--- config.mk ---
export PLATFORM = sky130hd
export DESIGN_NAME = seven_seg_decoder
export DESIGN_NICKNAME = d
export VERILOG_FILES = /design/src/rtl/seven_seg_decoder.sv
export SDC_FILE = /design/constraint.sdc
export NUM_CORES = 1
export LEC_CHECK = 0
export ABC_AREA = 1
export CORE_MARGIN = 2
export CORE_UTILIZATION = 50
export CTS_BUF_LIST = sky130_fd_sc_hd__clkbuf_4 sky130_fd_sc_hd__clkbuf_8 sky130_fd_sc_hd__clkbuf_16
export DETAILED_ROUTE_END_ITERATION = 8
export PLACE_DENSITY = 0.71
export SLEW_MARGIN = 40
export SYNTH_ARGS = -nofsm -noshare
export SYNTH_HDL_FRONTEND = slang
export SYNTH_SLANG_ARGS = --single-unit
--- constraint.sdc ---
create_clock -name clk -period 1.85 [get_ports clk]
set_input_delay 0.2775 -clock clk [delete_from_list [all_inputs] [get_ports clk]]
set_output_delay 0.2775 -clock clk [all_outputs]
set_load 0.01 [all_outputs]
--- src/rtl/seven_seg_decoder.sv ---
// Seven-segment receiver: syncs seg_a..seg_g, debounces, decodes glyph to a 3-bit code.
// Latency: out_valid rises STABLE_CYCLES+2 edges after the input edge at which a new pattern appears.
// Backpressure: one-deep valid/ready slot; a report arriving while the slot is full is discarded with a drop pulse.
// Build option: define SEG_ACTIVE_LOW_EN for common-anode (active-low) segment inputs.
module seven_seg_decoder #(
    parameter int STABLE_CYCLES = 4
) (
    input  logic       clk,
    input  logic       rst_n,
    input  logic       seg_a,
    input  logic       seg_b,
    input  logic       seg_c,
    input  logic       seg_d,
    input  logic       seg_e,
    input  logic       seg_f,
    input  logic       seg_g,
    output logic [2:0] out_code,
    output logic       out_err,
    output logic       out_valid,
    input  logic       out_ready,
    output logic       drop
);

    localparam int CW = $clog2(STABLE_CYCLES + 1);
    localparam logic [CW-1:0] CNT_LAST = CW'(STABLE_CYCLES - 1);
    localparam logic [CW-1:0] CNT_ONE  = CW'(1);
    // Blank in the internal active-high domain; an all-off display in either polarity maps here.
    localparam logic [6:0] BLANK = 7'b0000000;

    typedef enum logic [1:0] {
        HOLD   = 2'd0,
        SETTLE = 2'd1,
        EMIT   = 2'd2
    } state_t;

    state_t        state, state_nxt;
    logic [6:0]    raw, seg_in, s1, s2;
    logic [6:0]    cand, cand_nxt;
    logic [6:0]    last, last_nxt;
    logic [CW-1:0] cnt, cnt_nxt;
    logic [2:0]    dec_code;
    logic          dec_err;
    logic          take, slot_free;

    assign raw = {seg_a, seg_b, seg_c, seg_d, seg_e, seg_f, seg_g};

`ifdef SEG_ACTIVE_LOW_EN
    // Common-anode: a lit segment is driven low, so flip to active-high before syncing.
    assign seg_in = ~raw;
`else
    assign seg_in = raw;
`endif

    // Two-flop synchronizer on the whole segment vector.
    always_ff @(posedge clk or negedge rst_n) begin
        if (!rst_n) begin
            s1 <= BLANK;
            s2 <= BLANK;
        end else begin
            s1 <= seg_in;
            s2 <= s1;
        end
    end

    // Glyph lookup for the candidate pattern; anything unknown is flagged as an error.
    always_comb begin
        dec_code = 3'd7;
        dec_err  = 1'b1;
        case (cand)
            7'b1111110: begin dec_code = 3'd0; dec_err = 1'b0; end
            7'b0110000: begin dec_code = 3'd1; dec_err = 1'b0; end
            7'b1101101: begin dec_code = 3'd2; dec_err = 1'b0; end
            7'b1111001: begin dec_code = 3'd3; dec_err = 1'b0; end
            7'b1001111: begin dec_code = 3'd4; dec_err = 1'b0; end
            default: ;
        endcase
    end

    // Debounce FSM state, candidate, last-reported pattern and stability counter.
    always_ff @(posedge clk or negedge rst_n) begin
        if (!rst_n) begin
            state <= HOLD;
            cand  <= BLANK;
            last  <= BLANK;
            cnt   <= '0;
        end else begin
            state <= state_nxt;
            cand  <= cand_nxt;
            last  <= last_nxt;
            cnt   <= cnt_nxt;
        end
    end

    // Next-state logic: any change restarts the count; an accepted pattern is reported only if new and non-blank.
    always_comb begin
        state_nxt = state;
        cand_nxt  = cand;
        last_nxt  = last;
        cnt_nxt   = cnt;
        case (state)
            HOLD: begin
                if (s2 != cand) begin
                    cand_nxt  = s2;
                    cnt_nxt   = CNT_ONE;
                    state_nxt = SETTLE;
                end
            end
            SETTLE: begin
                if (s2 != cand) begin
                    cand_nxt = s2;
                    cnt_nxt  = CNT_ONE;
                end else if ((STABLE_CYCLES == 1) || (cnt == CNT_LAST)) begin
                    if ((cand == BLANK) || (cand == last)) begin
                        last_nxt  = cand;
                        state_nxt = HOLD;
                    end else begin
                        state_nxt = EMIT;
                    end
                end else begin
                    cnt_nxt = cnt + CNT_ONE;
                end
            end
            EMIT: begin
                last_nxt  = cand;
                state_nxt = HOLD;
            end
            default: state_nxt = HOLD;
        endcase
    end

    assign take      = out_valid && out_ready;
    assign slot_free = !out_valid || take;

    // Output slot: EMIT loads it when free (a same-cycle handshake counts as free), otherwise flags a drop.
    always_ff @(posedge clk or negedge rst_n) begin
        if (!rst_n) begin
            out_code  <= 3'd0;
            out_err   <= 1'b0;
            out_valid <= 1'b0;
            drop      <= 1'b0;
        end else begin
            drop <= (state == EMIT) && !slot_free;
            if ((state == EMIT) && slot_free) begin
                out_code  <= dec_code;
                out_err   <= dec_err;
                out_valid <= 1'b1;
            end else if (take) begin
                out_valid <= 1'b0;
            end
        end
    end

endmodule

==> impl_results.md, run 1 <==
- Status: completed
- IO buf count: 15
- Starting DRC count in detailed routing: 93
- Cts hold-fix bufs: 1
- GRT busiest layer: met2
- Most frequent cells in the layout: nand2_1, dfrtp_1, inv_1, nor2_1, clkdlybuf4s50_1
- Arr. time, crit path: 1.88 ns
- Crit Path Max Fanout: 9
- CTS resizes: 0
- Worst VDD drop: 0.455 mV
- Endpoints failing hold: 0
- Pleak: 0.000980 uW
- Grt ovf: 0
- Rel. slew slack: 0.695
- Clk_lat worst skew: 0.34 ns
- Vias: 1262
- Root Driver: clkbuf_4
- I/O pins: 16
- Routed Antenna Nets: 0
- Fin. max-slew vios: 0
- RSZ-0062 raised after global routing: no
- First-pass GRT wire length: 5410 um
- Final Cycle Share: 0.885
- Yosys cell types: 24
- YS warnings: 0
- Reg2Reg Depth: 10
- Stages on worst setup path: 10
- Synth Net Count: 206
- Met2 global-route usage: 0.289
- Final setup viols: 0
- Min-Delay Path Depth: 0
- Met1 usage: 0.215
- Num CTS Buffers: 5
- CP Cell Sequence: inv_1, nand2_1, nand2_1, nand2_1, nor2_2, nand2_2, o21bai_4, nand2_4, nand2_1, nand2_1
- Commonest non-fill, non-tap cell in the layout: nand2_1
- First-pass iteration count of the detailed router: 4
- Most used cell, CP: nand2_1
- Total of max-cap violations: 0
- Crit path max-delay family: simple AND/OR/NAND/NOR gates
- Crit path largest cell delay: 0.47 ns
- Mapped cell area: 1740 sq um
- Layout net count: 225
- Power density over the cells: 814 nW/um^2
- Sequential share of the synthesized area: 0.562
- Fraction of layout cells with a size suffix above 1: 0.0794
- Worst setup margin: 0.213 ns
- Dpl ws: 0.236 ns
- Synthesized instance count: 194
- Fin util: 0.600
- CTS tree: yes
- Largest net degree at the start of global routing: 40
- Area Growth Syn to Fin: 15.4%
- Hpwl dp: 2250 um
- H-tree depth: 2
- Worst Path Class, Setup: reg2reg
- Setup Skew: 0.00602 ns
- Initial antenna violation count: 0
- Post-CTS setup buffer count: 0
- Clk sinks: 39
- DRC Markers: 0
- Fin crit period: 1.64 ns
- Rows: 21
- Clk buf depth: 2
- Hold Path Class: reg2reg
- Die H: 62.9 um
- Core area: 3340 sq um
- TNS Setup: 0 ns
- Actual slew at the worst max-slew pin: 0.457 ns
- Die X: 62.9 um
- Wire per inst: 11.2 um
- GRT Total Usage: 0.175
- Routed wire length: 2920 um
- Required time worst endpoint: 2.10 ns
- Number of global-route vias before repair: 1259
- Type of origin of the critical path: flop
- Diodes inserted: 0
- WP buf/inv: 1
- Gpl congestion: 0.994
- Initial core utilization: 0.520
- Slowest stage cell, crit path: dfrtp_1
- Flop and latch count out of synthesis: 39
- Full die area: 3960 sq um
- Maximum clock frequency: 611 MHz
- Vias per cell: 4.85
- Syn_area_per_cell: 8.95 sq um
- Met3 usage: 0.0559
- Crit. End Element: flop
- Clock slew at reported path FFs: 0.11 ns
[flip-flops by register name, indices dropped and copies added, names as in the netlist]
name	cells
out_code	3
state	2
s1	7
drop	1
s2	7
cand	7
out_err	1
last	7
cnt	3
out_valid	1
[metal layers]
metal	routed length (um)	vias to the layer above	share of wire
met5	0	-	0
met4	44	0	0.015
met3	135	6	0.046
met2	1430	26	0.49
met1	1310	596	0.45
li1	-	634	-
[logic make-up (layout without fill, tap and decap cells)]
logic type / Yosys count / after routing / share of synthesized area
xor+xnor: 8 / 8 / 0.0404
compound gates: 15 / 15 / 0.0613
fa+ha+maj: 2 / 2 / 0.0144
flops: 39 / 39 / 0.562
simple gates: 103 / 103 / 0.251
buf+inv: 27 / 47 / 0.0707
[final timing paths]
path	startpoint	endpoint	slack (ns)
setup / recovery	cand[0]	last[0]	0.21
min in group asynchronous	rst_n	out_code[0]	0.49
hold / removal	s1[1]	s2[1]	0.36
max in group asynchronous	rst_n	cnt[1]	1.04
setup reg to reg	cand[0]	last[0]	0.21
hold reg to reg	s1[1]	s2[1]	0.36
[cell type report]
type,instances,area (sq um)
tap,46,57.6
fill,293,1340
inverter,22,82.6
multi-input combinational,128,637
timing repair buffer,17,163
clock buffer,6,51.3
sequential,39,976
clock inverter,2,35.0
[cell usage after synthesis (all sizes together)]
cell type / number / area, sq um
dfrtp: 39 / 976
o21ai: 6 / 30.0
xor2: 2 / 17.5
o21bai: 1 / 18.8
o211ai: 1 / 7.51
buf: 3 / 21.3
inv: 22 / 82.6
nand2: 63 / 254
ha: 2 / 25.0
o22a: 1 / 8.76
and3: 1 / 6.26
nor2: 22 / 87.6
a21oi: 6 / 41.3
nand4: 2 / 12.5
nand3: 13 / 65.1
xnor2: 6 / 52.6
clkbuf: 2 / 18.8
nor3: 2 / 10.0
[stage by stage]
| step | cells | hold WS, ns | area, sq um | total power [uW] |
|---|---|---|---|---|
| floorplan | 194 | -0.0181 | 1740 | 1000 |
| global placement | 251 | 0.332 | 1910 | 1050 |
| detailed placement | 251 | 0.335 | 1910 | 1060 |
| CTS | 260 | 0.347 | 2000 | 1650 |
| global route | 260 | 0.331 | 2000 | 1710 |
| finish | 260 | 0.357 | 2000 | 1630 |
[power by group]
group	switching (uW)	internal [uW]
combinational	70.2	57.7
clock	268	319
sequential	30.1	883
total	369	1260
Power figures use the tool's default switching activity.
==> run 2, diff against run 1 <==
--- a/config.mk
+++ b/config.mk
@@ -11,6 +11,7 @@
 export CTS_BUF_LIST = sky130_fd_sc_hd__clkbuf_4 sky130_fd_sc_hd__clkbuf_8 sky130_fd_sc_hd__clkbuf_16
 export DETAILED_ROUTE_END_ITERATION = 8
 export PLACE_DENSITY = 0.71
+export SETUP_SLACK_MARGIN = 0.15
 export SLEW_MARGIN = 40
 export SYNTH_ARGS = -nofsm -noshare
 export SYNTH_HDL_FRONTEND = slang
==> run 2 against run 1 <==
Effect of this change: die area unchanged; flip-flop and latch count unchanged; non-clock buffer count grew 6.
==> impl_results.md, run 2 (same netlist as run 1, synthesis figures left out) <==
- Min-Delay Endpoint: s1[4]
- Hold Path Class: in2reg
- First-pass iteration count of the detailed router: 4 (unchanged)
- Reg2Reg Setup Slack: 0.30 ns (+0.09 ns)
- Reg2Reg Depth: 10 (unchanged)
- Clk sinks: 39 (unchanged)
- TNS Setup: 0 ns (unchanged)
- Initial antenna violation count: 0 (unchanged)
- Endpoints failing hold: 0 (unchanged)
- Clk buf depth: 2 (unchanged)
- Final std cells w/o fill: 267 (+2.7%)
- H-tree depth: 2 (unchanged)
- Fin. max-slew vios: 0 (unchanged)
- IO buf count: 15 (unchanged)
- Status: completed
- Routed wire length: 3140 um (+7.8%)
- Grt ovf: 0 (unchanged)
- Vias per cell: 4.91 (+1.2%)
- Min-Delay Path Depth: 1 (+1)
- Worst VDD drop: 0.453 mV (-0.34%)
- Maximum clock frequency: 646 MHz (+5.8%)
- Area Growth Syn to Fin: 19.9%
- Fin crit period: 1.55 ns (-0.0895 ns)
- GRT Total Usage: 0.175 (unchanged)
- Clk_lat worst skew: 0.35 ns (about the same)
- Vias: 1312 (+4.0%)
- Hold path startpoint: seg_c
- Commonest non-fill, non-tap cell in the layout: nand2_1
- Most frequent cells in the layout: nand2_1, dfrtp_1, nor2_1, inv_1, clkdlybuf4s50_1
- Crit. Startpoint: cand[0]
- Die X: 62.9 um (unchanged)
- Total of max-cap violations: 0 (unchanged)
- Pleak: 0.00102 uW (+4.0%)
- Die H: 62.9 um (unchanged)
- First-pass GRT wire length: 5410 um (unchanged)
- Root Driver: clkbuf_4
- Layout net count: 232 (+3.1%)
- Dpl ws: 0.236 ns (unchanged)
- RSZ-0062 raised after global routing: no
- Largest net degree at the start of global routing: 40 (unchanged)
- Num CTS Buffers: 5 (unchanged)
- Type of origin of the critical path: flop
- R2R Path End: last[2]
- Power density over the cells: 795 nW/um^2 (-2.3%)
- Fraction of layout cells with a size suffix above 1: 0.158 (+0.0789)
- Number of global-route vias before repair: 1259 (unchanged)
- Core area: 3340 sq um (unchanged)
- Routed Antenna Nets: 0 (unchanged)
- Crit Reg-Reg Startpoint: cand[0]
- Rel. slew slack: 0.695 (-0.000867)
- Gpl congestion: 0.994 (unchanged)
- Actual slew at the worst max-slew pin: 0.458 ns (+0.00130 ns)
- Final setup viols: 0 (unchanged)
- Wire per inst: 11.8 um (+5.0%)
- Worst setup margin: 0.302 ns (+0.0895 ns)
- DRC Markers: 0 (unchanged)
- I/O pins: 16 (unchanged)
- CTS tree: yes
- Initial core utilization: 0.520 (unchanged)
- Rows: 21 (unchanged)
- Starting DRC count in detailed routing: 114 (+23%)
- Required time worst endpoint: 2.15 ns (+0.05 ns)
- Diodes inserted: 0 (unchanged)
- Placed insts: 251 (unchanged)
- Full die area: 3960 sq um (unchanged)
- Hpwl dp: 2250 um (unchanged)
- Crit Path Max Fanout: 8 (-1)
- Clock slew at reported path FFs: 0.12 ns (about the same)
- Arr. time, crit path: 1.85 ns (-0.03 ns)
- Final Cycle Share: 0.837 (-0.0484)
- Worst Path Class, Setup: reg2reg
- Setup Skew: 0.0103 ns (+0.00429 ns)
- Crit. End Element: flop
-- run 2: through the flow --
stage                util  instance area (sq um)  total power [uW]  hold WS, ns
finish              0.624                   2080              1650        0.358
detailed placement  0.571                   1910              1060        0.335
global placement    0.571                   1910              1050        0.332
global route        0.624                   2080              1730        0.331
floorplan               -                   1740              1000      -0.0181
CTS                 0.600                   2000              1650        0.347
-- run 2: final cells by class --
class / instances / area (sq um)
flip-flops and latches: 39 / 985
repair buffers: 23 / 208
multi-input cells: 129 / 662
inverters: 22 / 82.6
clock buffers: 6 / 51.3
clock inverters: 2 / 35.0
fillers: 284 / 1260
well taps: 46 / 57.6
-- run 2: per-layer routing --
layer,wire length (um),GRT usage,vias up
li1,-,-,650
met1,1370,0.215,631
met2,1580,0.289,26
met3,148,0.0559,5
met4,42,0.0639,0
met5,0,0,-
-- run 2: repair_timing --
action / CTS / global route
hold buffers: 1 / 0
resized for setup: 0 / 13
setup buffers: 0 / 6
setup endpoints to repair: 0 / 9
hold endpoints to repair: 39 / 0
-- run 2: report_power, final --
| group | leakage (uW) | internal (uW) | switching [uW] |
|---|---|---|---|
| sequential | 0.000472 | 885 | 29.9 |
| combinational | 0.000500 | 68.2 | 76.4 |
| clock | 0.0000482 | 319 | 275 |
| total | 0.00102 | 1270 | 381 |
-- run 2: worst max-delay path by stage --
| stage | end | slack [ns] | cells past startpoint |
|---|---|---|---|
| 2_1_floorplan | last[1] | 0.44 | 9 |
| 3_3_place_gp | last[2] | 0.27 | 10 |
| 3_5_place_dp | last[0] | 0.24 | 10 |
| 4_1_cts | last[5] | 0.22 | 10 |
| 5_1_grt | last[6] | 0.14 | 8 |
| 6_report | last[2] | 0.30 | 10 |
-- run 2: critical path, cell delays in order (launching register included) --
cell	delay, ns
dfrtp_2	0.47
inv_2	0.09
nand2_1	0.05
nand2_1	0.05
nand2_1	0.05
nor2_1	0.10
nand2_1	0.11
a21oi_4	0.29
buf_4	0.16
nand3_1	0.05
nand2_1	0.07
==> run 3, diff against run 2 <==
--- a/config.mk
+++ b/config.mk
@@ -10,7 +10,7 @@
 export CORE_UTILIZATION = 50
 export CTS_BUF_LIST = sky130_fd_sc_hd__clkbuf_4 sky130_fd_sc_hd__clkbuf_8 sky130_fd_sc_hd__clkbuf_16
 export DETAILED_ROUTE_END_ITERATION = 8
-export PLACE_DENSITY = 0.71
+export PLACE_DENSITY = 0.74
 export SETUP_SLACK_MARGIN = 0.15
 export SLEW_MARGIN = 40
 export SYNTH_ARGS = -nofsm -noshare
==> constraint.sdc (replaced) <==
create_clock -name clk -period 1.35 [get_ports clk]
set_input_delay 0.2025 -clock clk [delete_from_list [all_inputs] [get_ports clk]]
set_output_delay 0.2025 -clock clk [all_outputs]
set_load 0.01 [all_outputs]
==> run 3 against run 2 <==
Effect of this change: the run now ends with setup timing left; global-route usage rose by 5.2 points; hold slack worse by 0.087 ns; combinational power increased by 130%; sequential share of layout area is 7.9 points lower; fmax down 5.7%; critical path depth decreased by 2; via count up 18%; die area is the same; first-iteration DRC count down 34%; cell count increased by 11%; core utilization is 12 points higher; register-to-register slack worse by 0.59 ns; critical endpoint is now last[0]; highest routed layer unchanged.
==> impl_results.md, run 3 (same netlist as run 1, synthesis figures left out) <==
- GRT Total Usage: 0.227 (+0.0516)
- Reg2Reg Depth: 8 (-2)
- Slowest stage cell, crit path: dfrtp_2
- Grt ovf: 0 (unchanged)
- Routed Antenna Nets: 0 (unchanged)
- Reg2Reg Setup Slack: -0.29 ns (-0.59 ns)
- Status: finished, violations left
- Diodes inserted: 0 (unchanged)
- Vias: 1543 (+18%)
- Worst VDD drop: 0.861 mV (+90%)
- Clk sinks: 39 (unchanged)
- Area Growth Syn to Fin: 43.8%
- Number of global-route vias before repair: 1538 (+22%)
- Pleak: 0.00124 uW (+21%)
- First-pass GRT wire length: 6880 um (+27%)
- Gpl congestion: 0.837 (-16%)
- Internal power: 1580 uW (+24%)
- R2R Path End: last[0]
- Num CTS Buffers: 5 (unchanged)
- PnR Total Power: 2210 uW (+33%)
- Starting DRC count in detailed routing: 75 (-34%)
- Routed wire length: 4540 um (+45%)
- IO buf count: 15 (unchanged)
- Worst Path Class, Setup: reg2reg
- Min-Delay Endpoint: s1[5]
- Fin. max-slew vios: 0 (unchanged)
- Rel. slew slack: 0.734 (+0.0394)
- Type of origin of the critical path: flop
- H-tree depth: 2 (unchanged)
- Rows: 21 (unchanged)
- Logic pwr share: 0.154 (+0.067)
- Setup Skew: 0.0151 ns (+0.00474 ns)
- Crit Reg-Reg Startpoint: cand[3]
- Crit. End Element: flop
- Actual slew at the worst max-slew pin: 0.399 ns (-0.0591 ns)
- Commonest non-fill, non-tap cell in the layout: nand2_1
- Hold Path Class: in2reg
- Hold WS: 0.271 ns (-0.0869 ns)
- Largest net degree at the start of global routing: 25 (-38%)
- Endpoints failing hold: 0 (unchanged)
- Layout net count: 262 (+13%)
- First-pass iteration count of the detailed router: 4 (unchanged)
- Sw Pwr: 623 uW (+63%)
- Initial core utilization: 0.520 (unchanged)
- DRC Markers: 0 (unchanged)
- Root Driver: clkbuf_4
- Fraction of layout cells with a size suffix above 1: 0.458 (+0.300)
- Fin crit period: 1.64 ns (+0.0928 ns)
- Crit Path Max Fanout: 6 (-2)
- CP Cell Sequence: inv_2, nand4_1, nor2_1, nor2_2, a21oi_4, buf_4, nand3_1, nand2_1
- Violated checks: setup timing
- Required time worst endpoint: 1.65 ns (-0.50 ns)
- Hold path startpoint: seg_b
- Sw frac: 0.283 (+0.0520)
- Arr. time, crit path: 1.95 ns (+0.10 ns)
- Min-Delay Path Depth: 1 (unchanged)
- Hpwl dp: 2750 um (+22%)
- Clk_lat worst skew: 0.36 ns (about the same)
- Most frequent cells in the layout: nand2_1, dfrtp_1, buf_4, inv_1, nand2_2
- RSZ-0062 raised after global routing: yes
- I/O pins: 16 (unchanged)
- Final Cycle Share: 1.22 (+0.379)
- Vias per cell: 5.20 (+5.7%)
- Final setup viols: 22 (+22)
- Core area: 3340 sq um (unchanged)
- Initial antenna violation count: 0 (unchanged)
- Seq pwr share: 0.570 (+0.017)
- Wire per inst: 15.3 um (+30%)
- Die H: 62.9 um (unchanged)
- Clk buf depth: 2 (unchanged)
- Crit path largest cell delay: 0.49 ns (+0.02 ns)
- Full die area: 3960 sq um (unchanged)
- Clock slew at reported path FFs: 0.13 ns (about the same)
- Clk pwr share: 0.276 (-0.083)
- Maximum clock frequency: 610 MHz (-5.7%)
- Total of max-cap violations: 0 (unchanged)
- Die X: 62.9 um (unchanged)
- Worst setup margin: -0.290 ns (-0.593 ns)
- Power density over the cells: 884 nW/um^2 (+11%)
- CTS tree: yes
[run 3: area by class of cell]
cell class / instances / area [sq um]
Timing Repair Buffer: 53 / 472
Inverter: 22 / 82.6
Sequential cell: 39 / 983
Tap cell: 46 / 57.6
Clock inverter: 3 / 20.0
Clock buffer: 5 / 37.5
Multi-Input combinational cell: 129 / 843
Fill cell: 221 / 841
[run 3: power by group through the flow]
stage / logic, uW / clock network, uW / registers (uW)
after CTS: 279 / 606 / 1250
final: 339 / 608 / 1260
after global placement: 233 / 0 / 1270
after detailed placement: 242 / 0 / 1270
after floorplan: 140 / 0 / 1260
after global routing: 367 / 668 / 1260
[run 3: worst max path at each step]
| stage | startpoint | end | slack (ns) | cells after the start |
|---|---|---|---|---|
| after global routing | cand[2] | out_code[2] | -0.44 | 8 |
| after detailed placement | cand[0] | last[6] | -0.23 | 10 |
| after global placement | cand[0] | last[3] | -0.15 | 10 |
| after CTS | cand[4] | last[0] | -0.17 | 8 |
| final | cand[3] | last[0] | -0.29 | 8 |
| after floorplan | cand[2] | last[1] | -0.04 | 9 |
[run 3: routing by layer]
layer | GRT usage | vias up | wire (um)
li1 | - | 719 | -
met1 | 0.270 | 743 | 1710
met2 | 0.386 | 54 | 2340
met3 | 0.0613 | 27 | 235
met4 | 0.0944 | 0 | 262
met5 | 0 | - | 0
[run 3: repair_timing]
| action | 4_1_cts | 5_1_grt |
|---|---|---|
| setup endpoints to repair | 29 | 29 |
| setup buffers | 8 | 5 |
| hold buffers | 1 | 0 |
| pin swaps | 15 | 14 |
| resized for setup | 41 | 39 |
| endpoints found under the hold margin | 15 | 0 |
| cloned | 1 | 1 |
[run 3: per-stage QoR]
step                      area (sq um)  setup WS, ns  utilization  TNS (ns)  std cells
final                             2500        -0.290        0.748     -3.99        297
after global routing              2500        -0.444        0.748     -6.19        297
after CTS                         2350        -0.174        0.705     -2.24        291
after detailed placement          2140        -0.231        0.642     -2.43        273
after global placement            2140        -0.153        0.642     -1.50        273
after floorplan                   1800       -0.0403            -    -0.281        194
[run 3: critical path, delay by kind of cell, from the launching register on]
kind | cells | cell delay (ns)
DFF | 1 | 0.49
and+or+nand+nor | 5 | 0.57
buffers and inverters | 2 | 0.27
AOI/OAI and AO/OA | 1 | 0.26
